## src/rtl/cpu_pkg.sv

```systemverilog
// Shared constants and the push/pop operation encoding for the CPU stack.
package cpu_pkg;

   localparam int DATA_W      = 8;
   localparam int STACK_DEPTH = 16;

   // Encoding matches the {push, pop} request pair so decode is a plain cast.
   typedef enum logic [1:0] {
      IDLE    = 2'b00,
      POP     = 2'b01,
      PUSH    = 2'b10,
      REPLACE = 2'b11
   } stack_op_t;

   function automatic stack_op_t decode_op(input logic push, input logic pop);
      return stack_op_t'({push, pop});
   endfunction

endpackage

```

## src/rtl/stack_ram.sv

```systemverilog
// Register-array storage for the stack: one synchronous write port and
// two asynchronous read ports. The array is deliberately not reset.
module stack_ram #(
   parameter int DATA_W = 8,
   parameter int DEPTH  = 16,
   parameter int AW     = $clog2(DEPTH)
) (
   input  logic              clk,
   input  logic              wr_en,
   input  logic [AW-1:0]     wr_addr,
   input  logic [DATA_W-1:0] wr_data,
   input  logic [AW-1:0]     rd_addr_a,
   output logic [DATA_W-1:0] rd_data_a,
   input  logic [AW-1:0]     rd_addr_b,
   output logic [DATA_W-1:0] rd_data_b
);

   logic [DATA_W-1:0] mem [DEPTH];

   always_ff @(posedge clk) begin
      if (wr_en) begin
         mem[wr_addr] <= wr_data;
      end
   end

   assign rd_data_a = mem[rd_addr_a];
   assign rd_data_b = mem[rd_addr_b];

endmodule

```

## src/rtl/cpu_stack.sv

```systemverilog
// Hardware LIFO for CPU return PCs and data words: push/pop/replace with a
// registered pop word, occupancy status and sticky overflow/underflow flags.
module cpu_stack #(
   parameter int  DATA_W = cpu_pkg::DATA_W,
   parameter int  DEPTH  = cpu_pkg::STACK_DEPTH,
   localparam int CNT_W  = $clog2(DEPTH) + 1
) (
   input  logic              clk,
   input  logic              rst_n,
   input  logic              push,
   input  logic              pop,
   input  logic [DATA_W-1:0] push_data,
   input  logic              err_clr,
   output logic [DATA_W-1:0] pop_data,
   output logic              pop_valid,
   output logic [DATA_W-1:0] top_data,
   output logic [CNT_W-1:0]  count,
   output logic              full,
   output logic              empty,
   output logic              overflow,
   output logic              underflow
);

   import cpu_pkg::*;

   localparam int AW = $clog2(DEPTH);

   stack_op_t         op;
   logic [CNT_W-1:0]  sp;
   logic [CNT_W-1:0]  sp_dec;
   logic [AW-1:0]     top_idx;
   logic [AW-1:0]     wr_idx;
   logic              wr_en;
   logic [DATA_W-1:0] rd_top;
   logic [DATA_W-1:0] rd_pop;

   assign op      = decode_op(push, pop);
   assign sp_dec  = sp - CNT_W'(1);
   assign top_idx = sp_dec[AW-1:0];
   assign empty   = (sp == '0);
   assign full    = (sp == CNT_W'(DEPTH));
   assign count   = sp;
   assign top_data = empty ? '0 : rd_top;

   // A push writes the next free slot; a replace overwrites the current top.
   always_comb begin
      wr_en  = 1'b0;
      wr_idx = sp[AW-1:0];
      case (op)
         PUSH: begin
            wr_en = !full;
         end
         REPLACE: begin
            wr_en  = !empty;
            wr_idx = top_idx;
         end
         default: begin
         end
      endcase
   end

   stack_ram #(
      .DATA_W (DATA_W),
      .DEPTH  (DEPTH),
      .AW     (AW)
   ) u_ram (
      .clk       (clk),
      .wr_en     (wr_en),
      .wr_addr   (wr_idx),
      .wr_data   (push_data),
      .rd_addr_a (top_idx),
      .rd_data_a (rd_top),
      .rd_addr_b (top_idx),
      .rd_data_b (rd_pop)
   );

   always_ff @(posedge clk or negedge rst_n) begin
      if (!rst_n) begin
         sp <= '0;
      end else begin
         case (op)
            PUSH: if (!full)  sp <= sp + CNT_W'(1);
            POP:  if (!empty) sp <= sp_dec;
            default: begin
            end
         endcase
      end
   end

   // A replace on an empty stack bypasses the array and returns push_data.
   always_ff @(posedge clk or negedge rst_n) begin
      if (!rst_n) begin
         pop_data  <= '0;
         pop_valid <= 1'b0;
      end else begin
         pop_valid <= 1'b0;
         case (op)
            POP: begin
               if (!empty) begin
                  pop_data  <= rd_pop;
                  pop_valid <= 1'b1;
               end
            end
            REPLACE: begin
               pop_data  <= empty ? push_data : rd_pop;
               pop_valid <= 1'b1;
            end
            default: begin
            end
         endcase
      end
   end

   // A fresh error in the same cycle as err_clr wins over the clear.
   always_ff @(posedge clk or negedge rst_n) begin
      if (!rst_n) begin
         overflow  <= 1'b0;
         underflow <= 1'b0;
      end else begin
         overflow  <= (overflow  & ~err_clr) | ((op == PUSH) & full);
         underflow <= (underflow & ~err_clr) | ((op == POP)  & empty);
      end
   end

endmodule
```

## config.mk

```make
export PLATFORM = sky130hd
export DESIGN_NAME = cpu_stack
export DESIGN_NICKNAME = d
export VERILOG_FILES = /design/src/rtl/cpu_pkg.sv /design/src/rtl/stack_ram.sv /design/src/rtl/cpu_stack.sv
export SDC_FILE = /design/constraint.sdc
export NUM_CORES = 1
export LEC_CHECK = 0
export CORE_MARGIN = 4
export CORE_UTILIZATION = 28
export CTS_CLUSTER_DIAMETER = 120
export DETAILED_ROUTE_END_ITERATION = 12
export DONT_BUFFER_PORTS = 1
export PLACE_DENSITY_LB_ADDON = 0.3
export SLEW_MARGIN = 20
export SYNTH_ARGS = -nofsm -noshare
export SYNTH_HDL_FRONTEND = slang
export SYNTH_SLANG_ARGS = --single-unit
export TNS_END_PERCENT = 1
```

## constraint.sdc

```tcl
create_clock -name clk -period 3.9 [get_ports clk]
set_input_delay 0.585 -clock clk [delete_from_list [all_inputs] [get_ports clk]]
set_output_delay 0.585 -clock clk [all_outputs]
set_load 0.05 [all_outputs]
```

==> results of run 1 <==
-- area by class of cell --
cell class	count	area [um2]
fillers	2091	14770
flip-flops and latches	144	4245
multi-input cells	196	1912
clock buffers	19	432.9
well taps	280	350.3
repair buffers	22	167.7
clock inverters	11	118.9
inverters	7	26.28
-- worst min path at each step --
| stage | to | slack [ns] |
|---|---|---|
| 5_1_grt | u_ram.mem[9][5] | 0.24 |
| 3_3_place_gp | underflow | 0.29 |
| 6_report | u_ram.mem[8][5] | 0.26 |
| 3_5_place_dp | underflow | 0.29 |
| 2_1_floorplan | count[0] | 0.29 |
| 4_1_cts | u_ram.mem[0][3] | 0.24 |
-- worst max-delay path: cells and delay by family, from the launching register on --
family	cells	cell delay, ns
adders and majority gates	1	0.39
xor gates and xnor gates	1	0.56
buffers and inverters	2	0.57
muxes	1	0.43
AOI/OAI and AO/OA	1	0.34
DFF	1	0.40
-- sequential cells by signal, summed over array words and instances, names as in the netlist --
| name | cells |
|---|---|
| u_ram.mem | 128 |
| underflow | 1 |
| overflow | 1 |
| count | 5 |
| pop_valid | 1 |
| pop_data | 8 |
-- cells by family (layout without fill, tap and decap cells) --
family | Yosys count | in the layout | share of synthesized area
DFF | 144 | 144 | 0.6727
and+or+nand+nor | 76 | 76 | 0.06009
buffers and inverters | 27 | 59 | 0.02936
AOI/OAI and AO/OA | 43 | 43 | 0.06386
adders and majority gates | 3 | 3 | 0.005951
xor gates and xnor gates | 9 | 9 | 0.01547
muxes | 65 | 65 | 0.1525
-- what timing repair did --
item | 4_1_cts | 5_1_grt
hold endpoints to repair | 16 | 0
hold buffers | 1 | 0
setup endpoints to repair | 0 | 0
-- placed cells by master (no fill, tap or decap), types with 2 or more instances in the layout --
cell type     n
a211oi_2      8
and4_1        2
buf_4        21
bufinv_16     2
clkbuf_1      2
clkbuf_16    17
clkinv_2      3
clkinv_4      2
clkinvlp_4    3
dfrtp_1      15
edfxtp_1    128
ha_1          2
inv_1         5
inv_2         2
mux2_2        9
mux2i_1      32
mux4_2       24
nand2_1      14
nand2b_1      2
nand3_1       4
nand3b_1      2
nor2_1       34
nor2b_1       7
nor3_1        2
o21ai_0      12
o21ai_1       2
o31ai_1       3
o31ai_2       7
or3_1         2
xnor2_1       6
xor2_1        2
-- stage by stage --
stage | cell area [um2] | std cells
floorplan | 6314 | 367
global placement | 6691 | 648
detailed placement | 6691 | 648
CTS | 7253 | 679
global route | 7253 | 679
finish | 7253 | 679
-- metal layers --
metal  vias up  wire length, um  GRT usage
met1      1690             6026     0.1526
met2        98             6869     0.1905
met5         -                0          0
met3        17             1005    0.03636
met4         0              277    0.04915
li1       1478                -          -
==> reports/metrics.csv, run 1 <==
metric,value,unit
synthTopCellsByArea,"edfxtp_1, mux4_2, dfrtp_1",
hold_class,in -> reg,
io_buffers,0,
place_congestion,0.8126,
cts_tree,done,
wl_per_cell,20.88,um
synth_top_area_frac,0.6093,
io_pins,39,
clk_latency,0.42,ns
num_vias,3283,
final_util,0.3293,
finalSetupViolCount,0,
cp_slowest_stage_delay,0.56,ns
die_y,158.1,um
slew_viol_final,0,
yosysMostFrequentCell,edfxtp_1,
cts_sinks,144,
relSlewSlack,0.3601,
worstSetupPathType,reg -> out,
yosysWarnings,0,
area_growth_syn_to_layout,14.97,%
netlist_area,0.006309,mm2
startpoint_type,flip-flop,
cp_cell_sequence,inv_2 -> ha_1 -> xor2_4 -> mux4_2 -> a211oi_2 -> buf_4,
wl,14.18,mm
viasPerCell,4.835,
clockBufferDepth,2,
holdPathStages,0,
critPathMaxFanout,16,
timing.rr.end,u_ram.mem[1][4],
ctsResizeCount,0,
drtAntennaViolNets,0,
synth_common_cells,"edfxtp_1, nor2_1, mux2i_1, mux4_2, dfrtp_1",
outcome,"complete, no violations",
grt_overflow,0,
die_x,158.1,um
required,3.31,ns
clk_pin_slew,0.06,ns
ys_async_sr_fraction,0.1111,
finClkSkew,0.007660,ns
ys_ff_latch,144,
endpoint,top_data[1],
initial_core_util,0.2864,
drc,0,
htreeDepth,4,
end_kind,primary output,
r2r_cells,6,
synthDistinctLibCells,49,
final-hold-violation-count,0,
setup_tns,0,ns
clockRootBuffer,clkbuf_16,
syn_avg_cell_area,17.19,um2
finalNetCount,404,
layout_setup_ws,0.2089,ns
dp_slack,0.6070,ns
synth_top_area_cell,edfxtp_1,
cp-startpoint,count[0],
synth_edf_count,128,
coreArea,0.02203,mm2
dp_hpwl,9.377,mm
grt_pass1_vias,3456,
synthCells,367,
cts_made_buffers,17,
crit_slowest_cell,xor2_4,
ys_seq_area_frac,0.6727,
grt_max_degree,29,
syn_nets,383,
tightest_slew,0.9563,ns
drive_above_1_share,0.2782,
min_period,3.691,ns
arrival,3.11,ns
grt_pass1_wl,21.62,mm
track_usage,0.1197,
synthFlopType,edfxtp_1,
r2r-start,count[1],
worst_hold_slack,0.2635,ns
firstDrtPassIters,4,
n_antenna_cell,0,
cts_setup_buffers,0,
rows,54,
clock.fmax,270.9,MHz
antenna_found_initial,0,
drv_cap,0,
fin_crit_sh,0.9464,
dieArea,0.02500,mm2
rsz0062_at_grt,false,
worstHoldStart,push_data[5],
drtIter0Drc,235,
reg2reg_slack,1.06,ns
Power of run 1 is not shown: default switching activity piles up to over one toggle a cycle in this logic, so the estimate is an artifact.
==> run 2: changes to the inputs <==
--- a/config.mk
+++ b/config.mk
@@ -7,6 +7,7 @@
 export LEC_CHECK = 0
 export CORE_MARGIN = 4
 export CORE_UTILIZATION = 28
+export CTS_BUF_LIST = sky130_fd_sc_hd__clkbuf_4
 export CTS_CLUSTER_DIAMETER = 120
 export DETAILED_ROUTE_END_ITERATION = 12
 export DONT_BUFFER_PORTS = 1
==> reports/metrics.csv, run 2 (synthesis gave the netlist of run 1 again) <==
metric,value,unit,change
drtIter0Drc,259,,+10%
worst_hold_slack,0.1349,ns,-0.1287 ns
finClkSkew,0.01571,ns,+0.008050 ns
ctsResizeCount,0,,unchanged
setup_tns,0,ns,unchanged
holdPathStages,0,,unchanged
wl,14.15,mm,-0.23%
cts_made_buffers,17,,unchanged
dpl_cell_area,0.006691,mm2,unchanged
finalSetupViolCount,0,,unchanged
reg2reg_slack,1.02,ns,-0.04 ns
firstDrtPassIters,5,,+1
worstHoldStart,push_data[4],,
final_common_cell,edfxtp_1,,
relSlewSlack,0.3306,,-0.02945
arrival,3.10,ns,about the same
layout_setup_ws,0.2157,ns,+0.006858 ns
r2r_cells,6,,unchanged
n_fill_cell,2130,,+1.9%
rsz0062_at_grt,false,,
multiInputGateArea,0.001912,mm2,unchanged
clockRootBuffer,clkbuf_4,,
place_congestion,0.8126,,unchanged
clock.fmax,271.4,MHz,+0.19%
io_buffers,0,,unchanged
largest_reg_flops,128,,unchanged
area_growth_syn_to_layout,10.85,%,
clk_pin_slew,0.12,ns,+0.06 ns
final_cell_mix,"edfxtp_1, nor2_1, mux2i_1",,
num_vias,3254,,-0.88%
final-hold-violation-count,0,,unchanged
final_area,0.006993,mm2,-3.6%
initial_core_util,0.2864,,unchanged
track_usage,0.1192,,-0.0004836
finalNetCount,406,,+0.50%
drtAntennaViolNets,0,,unchanged
drive_above_1_share,0.2868,,+0.008588
drv_cap,0,,unchanged
clockBufferDepth,2,,unchanged
seq_area,0.004245,mm2,unchanged
grt_pass1_wl,21.49,mm,-0.64%
cp_slowest_stage_delay,0.49,ns,-0.07 ns
critPathMaxFanout,15,,-1
cts_sinks,144,,unchanged
min_period,3.684,ns,-0.006858 ns
hold_class,in -> reg,,
timing.rr.end,u_ram.mem[1][7],,
tightest_slew,1.000,ns,+0.04401 ns
cp_cell_sequence,inv_2 -> ha_2 -> buf_4 -> mux2i_1 -> mux4_2 -> a211oi_2 -> buf_4,,
wl_per_cell,20.74,um,-0.67%
min_to,u_ram.mem[9][4],,
r2r-start,count[1],,
dieArea,0.02500,mm2,unchanged
drc,0,,unchanged
die_y,158.1,um,unchanged
timing.critical_path.mode_cell,buf_4,,
fin_crit_sh,0.9447,,-0.001758
grt_max_degree,29,,unchanged
io_pins,39,,unchanged
clk_latency,0.54,ns,+0.12 ns
rows,54,,unchanged
dp_hpwl,9.377,mm,unchanged
outcome,"complete, no violations",,
startpoint_type,flip-flop,,
grt_overflow,0,,unchanged
dp_slack,0.6070,ns,unchanged
antenna_found_initial,1,,+1
coreArea,0.02203,mm2,unchanged
required,3.31,ns,about the same
cts_tree,done,,
slew_viol_final,0,,unchanged
end_kind,primary output,,
worstSetupPathType,reg -> out,,
htreeDepth,4,,unchanged
grt_pass1_vias,3438,,-0.52%
viasPerCell,4.771,,-1.3%
crit_slowest_cell,mux4_2,,
top_register,u_ram.mem,,
die_x,158.1,um,unchanged
## run 2: cell types whose count changed in the layout (fill, tap and decap cells not counted), sizes merged
cell   change
buf        +2
diode      +1
## run 2: timing repair
| action | 4_1_cts | 5_1_grt |
|---|---|---|
| hold endpoints to repair | 16 | 0 |
| setup endpoints to repair | 2 | 0 |
| setup buffers | 2 | 0 |
| hold buffers | 1 | 0 |
## run 2: layout make-up
cell class	count	area share
flip-flops and latches	144	0.6071
repair buffers	24	0.02791
clock buffers	19	0.02040
diodes	1	0.0003578
multi-input cells	196	0.2734
clock inverters	11	0.01700
inverters	7	0.003757
well taps	280	0.05010
## run 2: worst max path at each step
stage                        start          end  slack [ns]  depth (start not counted)
after global routing      count[0]  top_data[1]        0.01                          6
after global placement    count[0]  top_data[0]        0.68                          6
final                     count[0]  top_data[1]        0.22                          7
after floorplan           count[0]  top_data[0]       -0.23                         10
after CTS                 count[0]  top_data[2]        0.12                          7
after detailed placement  count[0]  top_data[1]        0.61                          6
## run 2: per-stage QoR
stage	utilization	std cells
floorplan	-	367
global placement	0.3038	648
detailed placement	0.3038	648
CTS	0.3174	681
global route	0.3175	682
finish	0.3175	682
## run 2: critical path: cells and delay by family, from the launching register on
kind                       cells  cell delay [ns]
AOI/OAI and AO/OA              1             0.34
buffers and inverters          3             0.79
adders and majority gates      1             0.37
muxes                          2             0.64
DFF                            1             0.42
## run 2: per-layer routing
metal / vias up / track usage / part of all wire
met5: - / 0 / 0
met4: 0 / 0.04509 / 0.0099
met3: 6 / 0.03609 / 0.078
met2: 100 / 0.1899 / 0.49
met1: 1669 / 0.1535 / 0.43
li1: 1479 / - / -
Power of run 2 is left out for the same reason.
==> run 3: changes to the inputs <==
==> constraint.sdc (replaced) <==
create_clock -name clk -period 3 [get_ports clk]
set_input_delay 0.45 -clock clk [delete_from_list [all_inputs] [get_ports clk]]
set_output_delay 0.45 -clock clk [all_outputs]
set_load 0.05 [all_outputs]
==> reports/metrics.csv, run 3 (synthesis gave the netlist of run 1 again) <==
metric,value,unit,change
layout_setup_ws,-0.1249,ns,-0.3407 ns
firstDrtPassIters,4,,-1
n_fill_cell,2098,,-1.5%
r2r_cells,7,,+1
critPathMaxFanout,14,,-1
place_congestion,0.8020,,-1.3%
coreArea,0.02203,mm2,unchanged
r2r-start,count[2],,
final-hold-violation-count,0,,unchanged
outcome,"complete, but fails checks",,
clockRootBuffer,clkbuf_4,,
dp_hpwl,9.444,mm,+0.71%
initial_core_util,0.2864,,unchanged
rsz0062_at_grt,true,,
clk_pin_slew,0.13,ns,about the same
grt_overflow,0,,unchanged
end_kind,primary output,,
die_y,158.1,um,unchanged
io_buffers,0,,unchanged
required,2.55,ns,-0.76 ns
clk_latency,0.55,ns,about the same
track_usage,0.1249,,+0.005698
clock.fmax,320.0,MHz,
rows,54,,unchanged
finClkSkew,0.01715,ns,+0.001439 ns
finalNetCount,430,,+5.9%
arrival,2.67,ns,-0.43 ns
drc,0,,unchanged
cts_sinks,144,,unchanged
crit_slowest_cell,mux4_2,,
top_register,u_ram.mem,,
timing.rr.end,pop_data[2],,
cts_tree,done,,
drive_above_1_share,0.3208,,+0.03406
clockBufferDepth,2,,unchanged
holdPathStages,1,,+1
drtAntennaViolNets,0,,unchanged
final_common_cell,edfxtp_1,,
worstSetupPathType,reg -> out,,
fin_crit_sh,1.042,,
htreeDepth,4,,unchanged
hold_class,in -> reg,,
relSlewSlack,0.4167,,+0.08605
largest_reg_flops,128,,unchanged
dp_slack,0.3638,ns,-0.2432 ns
min_period,3.125,ns,
startpoint_type,flip-flop,,
min_to,overflow,,
cp_slowest_stage_delay,0.54,ns,+0.05 ns
worstHoldStart,push,,
cts_made_buffers,17,,unchanged
finalSetupViolCount,8,,+8
drtIter0Drc,196,,-24%
grt_pass1_wl,22.22,mm,+3.4%
violations,negative setup slack,,
wl_per_cell,21.21,um,+2.3%
die_x,158.1,um,unchanged
slew_viol_final,0,,unchanged
tightest_slew,0.8721,ns,-0.1283 ns
grt_pass1_vias,3447,,+0.26%
area_growth_syn_to_layout,17.71,%,
wl,15.02,mm,+6.2%
drv_cap,0,,unchanged
grt_max_degree,29,,unchanged
io_pins,39,,unchanged
dieArea,0.02500,mm2,unchanged
final_cell_mix,"edfxtp_1, nor2_1, mux2i_1",,
reg2reg_slack,0.54,ns,-0.48 ns
cp_cell_sequence,inv_4 -> ha_4 -> buf_12 -> mux2i_1 -> mux4_2 -> a211oi_4 -> buf_12,,
num_vias,3402,,+4.5%
antenna_found_initial,1,,unchanged
viasPerCell,4.805,,+0.71%
timing.critical_path.mode_cell,buf_12,,
[run 3: cell count changes in the layout (fill, tap and decap cells not counted), moves of 3 or more]
cell,before,now
buf_12,1,13
a211oi_2,8,0
a211oi_4,0,8
dlygate4sd3_1,1,9
inv_6,0,3
[run 3: stage by stage]
stage                     hold slack [ns]  instance area [um2]  TNS (ns)  utilization  cells
after floorplan                    0.1544                 6449  -0.05078            -    367
after global placement             0.1549                 7028         0       0.3191    663
after detailed placement           0.1549                 7028         0       0.3191    663
after CTS                         0.02912                 7416    -1.344       0.3367    707
after global routing          -0.00007661                 7426    -2.051       0.3371    708
final                             0.06276                 7426   -0.7636       0.3371    708
[run 3: worst max-delay path, delay by kind of cell (launching register included)]
family                     cells  cell delay [ns]
buffers and inverters          3             0.42
muxes                          2             0.63
DFF                            1             0.43
adders and majority gates      1             0.32
AOI/OAI and AO/OA              1             0.34
[run 3: worst max path at each step]
stage / startpoint / to / slack (ns) / depth (start not counted)
6_report: count[0] / top_data[4] / -0.12 / 7
5_1_grt: count[0] / top_data[4] / -0.28 / 8
4_1_cts: count[0] / top_data[4] / -0.20 / 7
3_5_place_dp: count[1] / top_data[7] / 0.36 / 8
3_3_place_gp: count[1] / top_data[1] / 0.38 / 8
2_1_floorplan: count[0] / top_data[0] / -0.007 / 9
[run 3: repair_timing]
action	in CTS	in global routing
buffers inserted	3	0
setup endpoints to repair	9	8
pin swaps	1	0
hold buffers	9	0
hold endpoints to repair	144	0
gates resized for setup	5	2
[run 3: layout make-up]
type / count / area, um2 / area share
Multi-Input combinational cell: 196 / 1992 / 0.2682
Tap cell: 280 / 350.3 / 0.04718
Sequential cell: 144 / 4247 / 0.5719
Clock inverter: 14 / 115.1 / 0.01550
Timing Repair Buffer: 48 / 553.0 / 0.07447
Antenna cell: 1 / 2.502 / 0.0003370
Clock buffer: 18 / 135.1 / 0.01820
Inverter: 7 / 31.28 / 0.004212
[run 3: per-layer routing]
metal / part of all wire / up-vias / GRT usage
met5: 0 / - / 0
met4: 0.011 / 0 / 0.03290
met3: 0.070 / 12 / 0.04046
met2: 0.49 / 93 / 0.2069
met1: 0.43 / 1767 / 0.1587
li1: - / 1530 / -
Power of run 3 is left out for the same reason.
